$ cat config.mk
export PLATFORM = sky130hd
export DESIGN_NAME = instruction_fetch_unit_flat
export DESIGN_NICKNAME = d
export VERILOG_FILES = /design/src/rtl/instruction_fetch_unit_if.sv /design/src/rtl/instruction_fetch_unit.sv /design/src/flat_wrapper.sv
export SDC_FILE = /design/constraint.sdc
export NUM_CORES = 1
export LEC_CHECK = 0
export CORE_MARGIN = 2
export CORE_UTILIZATION = 50
export CTS_BUF_LIST = sky130_fd_sc_hd__clkbuf_8
export CTS_CLUSTER_DIAMETER = 80
export DETAILED_ROUTE_END_ITERATION = 8
export PLACE_DENSITY = 0.78
export RECOVER_POWER = 100
export SYNTH_ARGS = -nofsm -noshare
export SYNTH_HDL_FRONTEND = slang
export SYNTH_SLANG_ARGS = --single-unit
$ cat constraint.sdc
create_clock -name clk -period 3.05 [get_ports clk]
set_input_delay 0.61 -clock clk [delete_from_list [all_inputs] [get_ports clk]]
set_output_delay 0.61 -clock clk [all_outputs]
set_load 0.01 [all_outputs]
$ cat src/rtl/instruction_fetch_unit_if.sv
// Instruction-fetch bus bundle: the instruction-memory port, the redirect input and the ID handshake.
// The master modport is the fetch unit; the slave modport is the ROM/decode side.
interface instruction_fetch_unit_if #(
    parameter int DEPTH = 4
);
    logic [31:0]             imem_addr;
    logic [31:0]             imem_instr;
    logic                    redirect_valid;
    logic [31:0]             redirect_pc;
    logic                    if_valid;
    logic                    if_ready;
    logic [31:0]             if_instr;
    logic [31:0]             if_pc;
    logic [31:0]             if_pc_plus4;
    logic                    if_misalign;
    logic [$clog2(DEPTH):0]  fifo_level;

    modport master (
        output imem_addr,
        input  imem_instr,
        input  redirect_valid,
        input  redirect_pc,
        output if_valid,
        input  if_ready,
        output if_instr,
        output if_pc,
        output if_pc_plus4,
        output if_misalign,
        output fifo_level
    );

    modport slave (
        input  imem_addr,
        output imem_instr,
        output redirect_valid,
        output redirect_pc,
        input  if_valid,
        output if_ready,
        input  if_instr,
        input  if_pc,
        input  if_pc_plus4,
        input  if_misalign,
        input  fifo_level
    );
endinterface

$ cat src/rtl/instruction_fetch_unit.sv
// Fetch PC owner with a DEPTH-entry prefetch FIFO feeding ID over valid/ready.
// Optional feature macro: IF_ALIGN_CHECK_EN (flag misaligned redirect targets and freeze fetch).
module instruction_fetch_unit #(
    parameter int          DEPTH    = 4,
    parameter logic [31:0] RESET_PC = 32'h0000_0000
) (
    input  logic clk,
    input  logic reset,
    instruction_fetch_unit_if.master bus
);
    localparam int AW = $clog2(DEPTH);
    localparam int LW = AW + 1;
    localparam logic [LW-1:0] FULL_LEVEL = LW'(DEPTH);

    logic [31:0]   fetch_pc;
    logic [31:0]   instr_q [DEPTH];
    logic [31:0]   pc_q    [DEPTH];
    logic [AW-1:0] rd_ptr;
    logic [AW-1:0] wr_ptr;
    logic [LW-1:0] level;
    logic          head_valid;
    logic          pop;
    logic          push;
    logic          fetch_en;
    logic          head_misalign;
    logic [31:0]   redirect_target;
    logic [31:0]   head_pc;

`ifdef IF_ALIGN_CHECK_EN
    logic mis_q [DEPTH];
    logic target_misaligned;
    logic frozen;

    assign redirect_target = bus.redirect_pc;
    assign fetch_en        = !frozen;
    assign head_misalign   = mis_q[rd_ptr];

    // A misaligned target is fetched exactly once, then fetch waits for a fresh redirect.
    always_ff @(posedge clk) begin
        if (reset) begin
            target_misaligned <= 1'b0;
            frozen            <= 1'b0;
        end else if (bus.redirect_valid) begin
            target_misaligned <= |bus.redirect_pc[1:0];
            frozen            <= 1'b0;
        end else if (push && target_misaligned) begin
            target_misaligned <= 1'b0;
            frozen            <= 1'b1;
        end
    end

    always_ff @(posedge clk) begin
        if (push) begin
            mis_q[wr_ptr] <= target_misaligned;
        end
    end
`else
    assign redirect_target = bus.redirect_pc & 32'hFFFF_FFFC;
    assign fetch_en        = 1'b1;
    assign head_misalign   = 1'b0;
`endif

    assign head_valid = (level != '0);
    assign pop        = head_valid && bus.if_ready;
    assign push       = !reset && !bus.redirect_valid && fetch_en
                        && ((level != FULL_LEVEL) || pop);

    assign head_pc          = head_valid ? pc_q[rd_ptr] : 32'h0;
    assign bus.imem_addr    = fetch_pc;
    assign bus.if_valid     = head_valid;
    assign bus.if_instr     = head_valid ? instr_q[rd_ptr] : 32'h0;
    assign bus.if_pc        = head_pc;
    assign bus.if_pc_plus4  = head_pc + 32'd4;
    assign bus.if_misalign  = head_valid && head_misalign;
    assign bus.fifo_level   = level;

    // Redirect wins over any handshake on the same edge: the head is dropped, not consumed.
    always_ff @(posedge clk) begin
        if (reset) begin
            fetch_pc <= RESET_PC;
            rd_ptr   <= '0;
            wr_ptr   <= '0;
            level    <= '0;
        end else if (bus.redirect_valid) begin
            fetch_pc <= redirect_target;
            rd_ptr   <= '0;
            wr_ptr   <= '0;
            level    <= '0;
        end else begin
            if (push) begin
                wr_ptr   <= wr_ptr + AW'(1);
                fetch_pc <= fetch_pc + 32'd4;
            end
            if (pop) begin
                rd_ptr <= rd_ptr + AW'(1);
            end
            if (push && !pop) begin
                level <= level + LW'(1);
            end else if (pop && !push) begin
                level <= level - LW'(1);
            end
        end
    end

    always_ff @(posedge clk) begin
        if (push) begin
            instr_q[wr_ptr] <= bus.imem_instr;
            pc_q[wr_ptr]    <= fetch_pc;
        end
    end
endmodule

$ cat src/flat_wrapper.sv
// flat-port wrapper written by rule: the top's interface ports become plain ports
module instruction_fetch_unit_flat 
#(
    parameter int          DEPTH    = 4,
    parameter logic [31:0] RESET_PC = 32'h0000_0000
)
  (clk, reset, bus_imem_addr, bus_imem_instr, bus_redirect_valid, bus_redirect_pc, bus_if_valid, bus_if_ready, bus_if_instr, bus_if_pc, bus_if_pc_plus4, bus_if_misalign, bus_fifo_level);
  instruction_fetch_unit_if #(.DEPTH(DEPTH)) bus_i ();
  input  logic clk;
  input  logic reset;
  output wire logic [$bits(bus_i.imem_addr)-1:0] bus_imem_addr;
  input wire logic [$bits(bus_i.imem_instr)-1:0] bus_imem_instr;
  input wire logic [$bits(bus_i.redirect_valid)-1:0] bus_redirect_valid;
  input wire logic [$bits(bus_i.redirect_pc)-1:0] bus_redirect_pc;
  output wire logic [$bits(bus_i.if_valid)-1:0] bus_if_valid;
  input wire logic [$bits(bus_i.if_ready)-1:0] bus_if_ready;
  output wire logic [$bits(bus_i.if_instr)-1:0] bus_if_instr;
  output wire logic [$bits(bus_i.if_pc)-1:0] bus_if_pc;
  output wire logic [$bits(bus_i.if_pc_plus4)-1:0] bus_if_pc_plus4;
  output wire logic [$bits(bus_i.if_misalign)-1:0] bus_if_misalign;
  output wire logic [$bits(bus_i.fifo_level)-1:0] bus_fifo_level;
  assign bus_imem_addr = bus_i.imem_addr;
  assign bus_i.imem_instr = bus_imem_instr;
  assign bus_i.redirect_valid = bus_redirect_valid;
  assign bus_i.redirect_pc = bus_redirect_pc;
  assign bus_if_valid = bus_i.if_valid;
  assign bus_i.if_ready = bus_if_ready;
  assign bus_if_instr = bus_i.if_instr;
  assign bus_if_pc = bus_i.if_pc;
  assign bus_if_pc_plus4 = bus_i.if_pc_plus4;
  assign bus_if_misalign = bus_i.if_misalign;
  assign bus_fifo_level = bus_i.fifo_level;
  instruction_fetch_unit #(.DEPTH(DEPTH), .RESET_PC(RESET_PC)) u_core (.clk(clk), .reset(reset), .bus(bus_i));
endmodule
**Yosys cells after proc, flatten, opt, wreduce, memory -nomap -nowiden**

Memory sizes are Yosys's and may differ from the RTL's. A register that Yosys moved wholly into a read port is not among the register bits.
Cells that the tools add are included.

- Bits in writable memories: 256
- Register bits: 39
- Logic and storage cells: 40
- Output and inout port bits: 133
- Memories kept: 2

Memories:

| name | depth | bits a word | read ports | clocked after memory_dff | wr ports | RTL line | text |
|---|---|---|---|---|---|---|---|
| u_core.instr_q | 4 | 32 | 1 | 1 | 1 | instruction_fetch_unit.sv:16 | `logic [31:0] instr_q [DEPTH];` |
| u_core.pc_q | 4 | 32 | 1 | 1 | 1 | instruction_fetch_unit.sv:17 | `logic [31:0] pc_q [DEPTH];` |

- Equal/unequal tests: 1
- Reductions and logical operators: 14
- $add $sub $neg: 6
- Muxes and demuxes: 12

Operator list:

| cell | number |
|---|---|
| $mux W32 | 4 |
| $add A32 B3 Y32 const B | 2 |
| $mux W2 | 4 |
| $mux W3 | 2 |
| $logic_and A1 B1 Y1 | 5 |
| $add A2 B1 Y2 const B | 2 |
| $logic_not A1 Y1 | 4 |
| $reduce_bool A2 Y1 | 2 |
| $add A3 B1 Y3 const B | 1 |
| $ne A3 B3 Y1 const B | 1 |
| $reduce_bool A3 Y1 | 1 |
| $sub A3 B1 Y3 const B | 1 |
| $mux W1 | 2 |
| $reduce_or A2 Y1 | 1 |
| $logic_or A1 B1 Y1 | 1 |

**Longest topological paths before layout**

Gate-level depths: netlist (run 1).

- Word-level depth: 8
- Gate-level depth with buffers: 13
- Mapped depth without buffers: 10

**Worst setup path before layout (run 1)**

No wires, ideal clock.

- Kind: flip-flop to output port
- Start: reg u_core.level[0], in the netlist u_core.bus.fifo_level[0]
- End: out bus_if_pc_plus4[26]
- Arrival time: 2.846 ns
- Slack: -0.406 ns
- Stages on the path, launching flop included: 14
- Cell sequence: dfxtp_1 nor3_1 inv_1 buf_2 clkbuf_1 clkbuf_1 and2_1 ha_1 nand3_1 nor4_4 and3_1 buf_4 nand4_1 xnor2_1

- Longest elaborated chain between the ends: 3

Ends and longest elaborated chain:

| item | RTL line | text |
|---|---|---|
| from (decl) | instruction_fetch_unit.sv:20 | `logic [LW-1:0] level;` |
| from (signal assigned) | instruction_fetch_unit.sv:98 | `level <= level + LW'(1);` |
| from (signal assigned) | instruction_fetch_unit.sv:100 | `level <= level - LW'(1);` |
| $reduce_bool A3 Y1 | instruction_fetch_unit.sv:63 | `assign head_valid = (level != '0);` |
| named net bus_if_valid | flat_wrapper.sv:15 | `output wire logic [$bits(bus_i.if_valid)-1:0] bus_if_valid;` |
| $mux W32 | instruction_fetch_unit.sv:68 | `assign head_pc = head_valid ? pc_q[rd_ptr] : 32'h0;` |
| named net bus_if_pc[3] | flat_wrapper.sv:18 | `output wire logic [$bits(bus_i.if_pc)-1:0] bus_if_pc;` |
| $add A32 B3 Y32 | instruction_fetch_unit.sv:73 | `assign bus.if_pc_plus4 = head_pc + 32'd4;` |
| to (decl) | flat_wrapper.sv:19 | `output wire logic [$bits(bus_i.if_pc_plus4)-1:0] bus_if_pc_plus4;` |

The timed path passes the listed nets, and every way through them passes these cells.

==> results.ini, run 1 <==
[critical_path]
path_class=register to output port
worstPathArrival_ns=2.70
critical_path_peak_fanout=8
start_kind=register
ff2ff_setup_slack_ns=0.18
setup.worst_path.end_class=output port
crit_required_ns=2.44

[status]
run_status=complete, but fails checks
failed_checks=negative setup slack

[sta]
clock.fmax_mhz=302
worst_slack_ns=-0.264
slew_at_the_pin_closest_to_its_max_slew_limit_ns=0.836
hold_viol=0
clock-skew-final_ns=0.0285
rsz_0062_raised_after_global_routing=yes
report.final.slew_viol_count=0
setup_tns_ns=-6.65
max-slew-margin-rel_pct=44.3
finalCritPeriodShare_pct=109
worst_hold_slack_ns=0.507
layout_min_cycle_time_ns=3.31
setup_viol=41

[placement]
dp.final_hpwl_um=17500
dpl_worst_slack_ns=-0.320
postPlaceCellArea_sq_um=15100
buffers_on_ports=191
gp_routability_congestion=0.810

[synth]
synth.yosys.seq_area_share_pct=66.5
async_s_r_ff_share_synth_pct=0
postSynthRegisterBits=287
ys_dominant_reg_cell=sky130_fd_sc_hd__edfxtp_1
yosys_warnings=0
syn_inst=773
synth-edff-count=248
postSynthAreaPerCell_sq_um=16.0
post_synth_num_cell_types=53
syn-cell-area_sq_um=12400

[grt]
grt_start_max_net_pins=54
track_usage_pct=21.4
grt_antenna_before_repair=0
globalRoute.totalOverflow=0
grt_pass1_vias=8032
grt_first_pass_wirelength_um=42800

[clock_network]
cts.clk_slew.worst_paths_ns=0.07
cts_htree_levels=2
numCtsBuffers=45
tritoncts=done
clock_sinks=287
cts_hold_buffers=0
clockBufferDepth=3
worst_skew_pair.late_latency_ns=0.56
clock_tree.root_cell=sky130_fd_sc_hd__clkbuf_8

[floorplanning]
die-area_sq_um=26000
start_util_pct=50.9
placementRows=57
boundaryPins=201
die_width_um=161
core-area_sq_um=24300
floorplan.die.height_um=161

[cells_and_area]
finish.instance_area_sq_um=16300
layout-area-overhead-vs-synth_pct=32.0
postLayoutCoreUtil_pct=67.2
final_layout_size_suffix_gt1_share_pct=31.6
final_nets=1155

[min_path]
hold_path.class=register to register

[detailed_routing]
first_iter_violations=569
drc=0
detail-route-antenna-nets=0
viasPerCell=5.39
wire_per_inst_um=19.4
route.vias.total=7731
route.final.wire_length_um=27800
drt_pass1_iterations=5

[flow_run]
timing.max_cap.violations=0

[pwr]
p_leak_nw=6.21
ir_worst_vdd_v=0.000283
total_power_per_unit_cell_area_nw_per_um2=517

==> worst max-delay path: stages, from the launching register on <==
cell	delay (ns)
sky130_fd_sc_hd__dfxtp_4	0.37
sky130_fd_sc_hd__buf_8	0.15
sky130_fd_sc_hd__mux4_2	0.41
sky130_fd_sc_hd__nand2_4	0.08
sky130_fd_sc_hd__nor4_4	0.31
sky130_fd_sc_hd__and4_4	0.27
sky130_fd_sc_hd__buf_12	0.14
sky130_fd_sc_hd__nand4_1	0.10
sky130_fd_sc_hd__xnor2_1	0.17
sky130_fd_sc_hd__buf_2	0.15
==> worst paths after layout <==
kind / cells past startpoint / to / from
setup reg to reg: 5 / u_core.instr_q[0][19]$_DFFE_PP_ / u_core.bus.fifo_level[0]$_SDFFE_PP0P_
setup / recovery: 9 / bus_if_pc_plus4[23] / register
hold / removal: 2 / u_core.wr_ptr[1]$_SDFFE_PP0P_ / u_core.wr_ptr[1]$_SDFFE_PP0P_
hold reg to reg: 2 / u_core.wr_ptr[1]$_SDFFE_PP0P_ / u_core.wr_ptr[1]$_SDFFE_PP0P_
==> cells in the final DEF (no fill, tap or decap), types with 20 or more instances in the layout <==
| master | instances |
|---|---|
| sky130_fd_sc_hd__inv_1 | 30 |
| sky130_fd_sc_hd__nor2_1 | 39 |
| sky130_fd_sc_hd__buf_2 | 26 |
| sky130_fd_sc_hd__buf_6 | 33 |
| sky130_fd_sc_hd__buf_4 | 63 |
| sky130_fd_sc_hd__and2_4 | 20 |
| sky130_fd_sc_hd__clkbuf_8 | 49 |
| sky130_fd_sc_hd__dlygate4sd3_1 | 66 |
| sky130_fd_sc_hd__xor2_1 | 22 |
| sky130_fd_sc_hd__mux4_2 | 62 |
| sky130_fd_sc_hd__dfxtp_1 | 35 |
| sky130_fd_sc_hd__clkdlybuf4s50_1 | 53 |
| sky130_fd_sc_hd__edfxtp_1 | 248 |
| sky130_fd_sc_hd__nand2_1 | 29 |
| sky130_fd_sc_hd__and2_1 | 35 |
==> per-stage QoR <==
step           cells  power [mW]
6_report        1433        8.44
5_1_grt         1432        8.76
4_1_cts         1426        8.50
3_5_place_dp    1319        5.59
3_3_place_gp    1319        5.57
2_1_floorplan    779        5.00
==> synthesized netlist by cell type (3+ instances only) <==
| master | instances | share of area, % |
|---|---|---|
| sky130_fd_sc_hd__clkbuf_1 | 14 | 0.42 |
| sky130_fd_sc_hd__inv_1 | 23 | 0.70 |
| sky130_fd_sc_hd__nor4_1 | 8 | 0.40 |
| sky130_fd_sc_hd__mux4_1 | 7 | 1.5 |
| sky130_fd_sc_hd__nor2_1 | 39 | 1.2 |
| sky130_fd_sc_hd__nor2b_1 | 9 | 0.45 |
| sky130_fd_sc_hd__dfxtp_1 | 39 | 6.3 |
| sky130_fd_sc_hd__nand2_1 | 38 | 1.2 |
| sky130_fd_sc_hd__edfxtp_1 | 248 | 60 |
| sky130_fd_sc_hd__and2_1 | 54 | 2.7 |
| sky130_fd_sc_hd__a21oi_1 | 14 | 0.57 |
| sky130_fd_sc_hd__buf_2 | 11 | 0.44 |
| sky130_fd_sc_hd__ha_1 | 7 | 0.71 |
| sky130_fd_sc_hd__o211ai_1 | 3 | 0.18 |
| sky130_fd_sc_hd__mux2i_1 | 11 | 0.89 |
| sky130_fd_sc_hd__xnor2_1 | 31 | 2.2 |
| sky130_fd_sc_hd__and3_1 | 17 | 0.86 |
| sky130_fd_sc_hd__and4_1 | 5 | 0.35 |
| sky130_fd_sc_hd__o21ai_0 | 7 | 0.28 |
| sky130_fd_sc_hd__buf_6 | 6 | 0.55 |
| sky130_fd_sc_hd__buf_1 | 5 | 0.15 |
| sky130_fd_sc_hd__nor3_1 | 14 | 0.57 |
| sky130_fd_sc_hd__o21a_1 | 5 | 0.30 |
| sky130_fd_sc_hd__nand4_2 | 3 | 0.30 |
| sky130_fd_sc_hd__nand3_1 | 25 | 1.0 |
| sky130_fd_sc_hd__xor2_1 | 25 | 1.8 |
| sky130_fd_sc_hd__mux4_2 | 56 | 10 |
| sky130_fd_sc_hd__nand4_1 | 8 | 0.40 |
| sky130_fd_sc_hd__buf_4 | 9 | 0.55 |
==> registers in the layout, summed over array words and instances, names as in the netlist, named ones only <==
signal	count
u_core.wr_ptr	2
u_core.instr_q	128
u_core.pc_q	120
u_core.bus.fifo_level	3
u_core.bus.imem_addr	30
u_core.rd_ptr	2
==> layout make-up <==
class                      instances  area, sq um
multi-input combinational        421         4040
clock inverter                    27          125
tap                              324          405
sequential                       287         8240
clock buffer                      49          674
fill                            1658         7980
timing repair buffer             300         2760
inverter                          24         90.1
antenna                            1         2.50
==> per-layer routing <==
layer / track usage, % / part of all wire [%] / up-vias
met4: 6.70 / 2.5 / 0
met3: 3.80 / 6.3 / 49
met2: 36.2 / 49 / 306
li1: - / - / 3530
met1: 28.5 / 42 / 3846
met5: 0 / 0 / -
==> kinds of logic (layout without fill, tap and decap cells) <==
| family | after synthesis | in the layout | synth area share, % |
|---|---|---|---|
| xor+xnor | 56 | 56 | 3.96 |
| other cells | 1 | 8 | 0.0303 |
| simple gates | 242 | 242 | 11.2 |
| mux | 74 | 74 | 12.6 |
| fa+ha+maj | 8 | 8 | 0.870 |
| buf+inv | 71 | 400 | 3.16 |
| flops | 287 | 287 | 66.5 |
| compound gates | 34 | 34 | 1.75 |
==> where the power goes <==
group / internal, mW / switching (mW) / leakage [nW]
registers: 4.37 / 0.0817 / 2.60
logic: 0.579 / 0.510 / 3.16
clock network: 1.48 / 1.41 / 0.452
==> timing repair <==
item | 4_1_cts | 5_1_grt
gates cloned | 1 | 0
pin swaps | 28 | 26
buffers inserted | 32 | 10
endpoints found under the hold margin | 0 | 0
endpoints found under the setup margin | 87 | 68
resized for setup | 271 | 68
Note: power is estimated with default switching activity, not from simulation.
==> run 2, diff against run 1 <==
--- a/config.mk
+++ b/config.mk
@@ -5,6 +5,7 @@
 export SDC_FILE = /design/constraint.sdc
 export NUM_CORES = 1
 export LEC_CHECK = 0
+export CAP_MARGIN = 10
 export CORE_MARGIN = 2
 export CORE_UTILIZATION = 50
 export CTS_BUF_LIST = sky130_fd_sc_hd__clkbuf_8
==> constraint.sdc (replaced) <==
create_clock -name clk -period 3.05 [get_ports clk]
set_input_delay 0.305 -clock clk [delete_from_list [all_inputs] [get_ports clk]]
set_output_delay 0.305 -clock clk [all_outputs]
set_load 0.01 [all_outputs]
==> run 2 against run 1 <==
The flow still finishes with violations (negative setup slack). Fmax is 8.2% higher. Via count is 3.4% lower. Clock power is 2% higher. First-iteration DRC count is 24% lower. Utilization is 2.0 points lower. Global-route usage is 1.1 points lower. Critical path depth is 1 higher. Setup slack better by 0.25 ns. Total power is 0.85% lower. Register-to-register slack worse by 0.04 ns. Flip-flop and latch count stayed put. Combinational power is 11% lower. Critical endpoint is now bus_if_pc_plus4[26]. Largest cell class unchanged. Highest routed layer unchanged.
==> results.ini, run 2 (synthesized netlist as in run 1, its figures left out) <==
[status]
run_status=complete, but fails checks
failed_checks=negative setup slack

[clock_network]
worst_skew_pair.late_latency_ns=0.53
cts_htree_levels=2
clockBufferDepth=3
cts.clk_slew.worst_paths_ns=0.06
tritoncts=done
numCtsBuffers=45
clock_tree.root_cell=sky130_fd_sc_hd__clkbuf_8
clock_sinks=287

[cells_and_area]
antennaDiodeCount=0
non_filler_instance_count_after_layout=1392
most-common-layout-cells=sky130_fd_sc_hd__edfxtp_1, sky130_fd_sc_hd__dlygate4sd3_1, sky130_fd_sc_hd__clkdlybuf4s50_1
final_common_cell=sky130_fd_sc_hd__edfxtp_1
final_layout_size_suffix_gt1_share_pct=22.2
regMostFlops=u_core.instr_q
final_nets=1110
postLayoutCoreUtil_pct=65.1
layout-area-overhead-vs-synth_pct=28.0
layout.filler_cells=1716
flip_flop_count_of_the_largest_register_all_copies_and_words_added=128

[sta]
setup_tns_ns=-0.0123
finalCritPeriodShare_pct=100
layout_min_cycle_time_ns=3.06
setup_viol=1
max-slew-margin-rel_pct=39.9
slew_at_the_pin_closest_to_its_max_slew_limit_ns=0.902
clock-skew-final_ns=0.0199
clock.fmax_mhz=327
worst_slack_ns=-0.0123
hold_viol=0
rsz_0062_raised_after_global_routing=yes
report.final.slew_viol_count=0

[grt]
grt_antenna_before_repair=0
globalRoute.totalOverflow=0
grt_pass1_vias=7716
track_usage_pct=20.3
grt_start_max_net_pins=56
grt_first_pass_wirelength_um=41200

[floorplanning]
floorplan.die.height_um=161
die_width_um=161
placementRows=57
start_util_pct=50.9
die-area_sq_um=26000
boundaryPins=201
core-area_sq_um=24300

[critical_path]
worst-r2r-cell-count=5
worst_r2r_startpoint=u_core.bus.fifo_level[0]$_SDFFE_PP0P_
r2r-end=u_core.instr_q[0][2]$_DFFE_PP_
critPathSlowestCell=sky130_fd_sc_hd__mux4_2
start_kind=register
crit_path_end=bus_if_pc_plus4[26]
ff2ff_setup_slack_ns=0.14
worstPathArrival_ns=2.76
critical_path_peak_fanout=9
crit_required_ns=2.74
crit_top_cell=sky130_fd_sc_hd__buf_6
cp_cell_sequence=buf_12 > mux4_2 > nand2_4 > nor4_4 > and3_4 > buf_6 > buf_6 > nand4_1 > xnor2_1 > buf_2
setup.worst_path.end_class=output port
worst_path_largest_cell_delay_ns=0.39
path_class=register to output port

[placement]
buffers_on_ports=191
dpl_worst_slack_ns=-0.164
dp.final_hpwl_um=16700
dp.cells=1289
gp_routability_congestion=0.818

[detailed_routing]
route.vias.total=7467
met2WireLength_um=13100
wire_per_inst_um=18.8
route.final.wire_length_um=26100
viasPerCell=5.36
met1Wirelength_um=11200
highest_layer=met4
wl_met3_um=1500
drc=0
drt_pass1_iterations=4
first_iter_violations=433
detail-route-antenna-nets=0

[min_path]
hold_path.class=primary input to register

[pwr]
ir_worst_vdd_v=0.000272
total_power_per_unit_cell_area_nw_per_um2=528
p_leak_nw=5.84

[flow_run]
timing.max_cap.violations=0

[run 2: cell count changes in the layout (fill, tap and decap cells not counted), moves of 10 or more]
cell                              before  now
sky130_fd_sc_hd__buf_6                33    9
sky130_fd_sc_hd__xnor2_2              12    1
sky130_fd_sc_hd__xnor2_1              19   30
sky130_fd_sc_hd__buf_4                63   40
sky130_fd_sc_hd__dlygate4sd2_1        17    7
sky130_fd_sc_hd__clkbuf_2             12    2
sky130_fd_sc_hd__clkdlybuf4s50_1      53   71
sky130_fd_sc_hd__dlygate4sd3_1        66   87
sky130_fd_sc_hd__and2_4               20    5
sky130_fd_sc_hd__inv_1                30   40
sky130_fd_sc_hd__and2_1               35   48
[run 2: timing repair]
action                     in CTS  in global routing
hold buffers                    0                  0
gates cloned                    3                  0
setup endpoints to repair      47                 38
pin swaps                       9                  6
resized for setup             114                 29
buffers inserted               17                  2
[run 2: power by group]
group          internal (mW)  switching (mW)
sequential              4.37          0.0840
combinational          0.507           0.463
clock                   1.56            1.38
[run 2: cell type report]
| cell class | instances | area, sq um | share of cell area [%] |
|---|---|---|---|
| Clock buffer | 49 | 674 | 4.26 |
| Tap cell | 324 | 405 | 2.56 |
| Inverter | 24 | 90.1 | 0.569 |
| Timing Repair Buffer | 255 | 2450 | 15.4 |
| Sequential cell | 287 | 8240 | 52.0 |
| Clock inverter | 32 | 159 | 1.00 |
| Multi-Input combinational cell | 421 | 3830 | 24.2 |
[run 2: layer usage]
metal | vias to the layer above | GRT usage [%]
li1 | 3441 | -
met5 | - | 0
met3 | 25 | 3.60
met4 | 0 | 5.28
met1 | 3728 | 26.9
met2 | 273 | 34.9
[run 2: worst min path at each step]
stage	start	endpoint	slack (ns)	depth (start not counted)
after global routing	bus_redirect_valid	u_core.wr_ptr[1]$_SDFFE_PP0P_	0.33	4
after CTS	bus_redirect_pc[29]	u_core.bus.imem_addr[29]$_SDFFE_PP0P_	0.33	3
after detailed placement	u_core.wr_ptr[1]$_SDFFE_PP0P_	u_core.wr_ptr[1]$_SDFFE_PP0P_	0.50	2
after global placement	u_core.wr_ptr[1]$_SDFFE_PP0P_	u_core.wr_ptr[1]$_SDFFE_PP0P_	0.48	2
after floorplan	bus_imem_instr[0]	u_core.instr_q[0][0]$_DFFE_PP_	0.40	0
final	bus_redirect_valid	u_core.wr_ptr[1]$_SDFFE_PP0P_	0.35	4
[run 2: through the flow]
| step | instance area, sq um | power (mW) | hold WS, ns |
|---|---|---|---|
| 5_1_grt | 15800 | 8.70 | 0.334 |
| 4_1_cts | 15900 | 8.49 | 0.326 |
| 3_3_place_gp | 14800 | 5.52 | 0.483 |
| 6_report | 15800 | 8.37 | 0.349 |
| 3_5_place_dp | 14800 | 5.54 | 0.498 |
| 2_1_floorplan | 12400 | 4.99 | 0.404 |
[run 2: worst max-delay path, delay by kind of cell, from the launching register on]
family	cells	cell delay, ns
and+or+nand+nor	4	0.76
DFF	1	0.37
xor gates and xnor gates	1	0.17
buffers and inverters	4	0.53
muxes	1	0.39
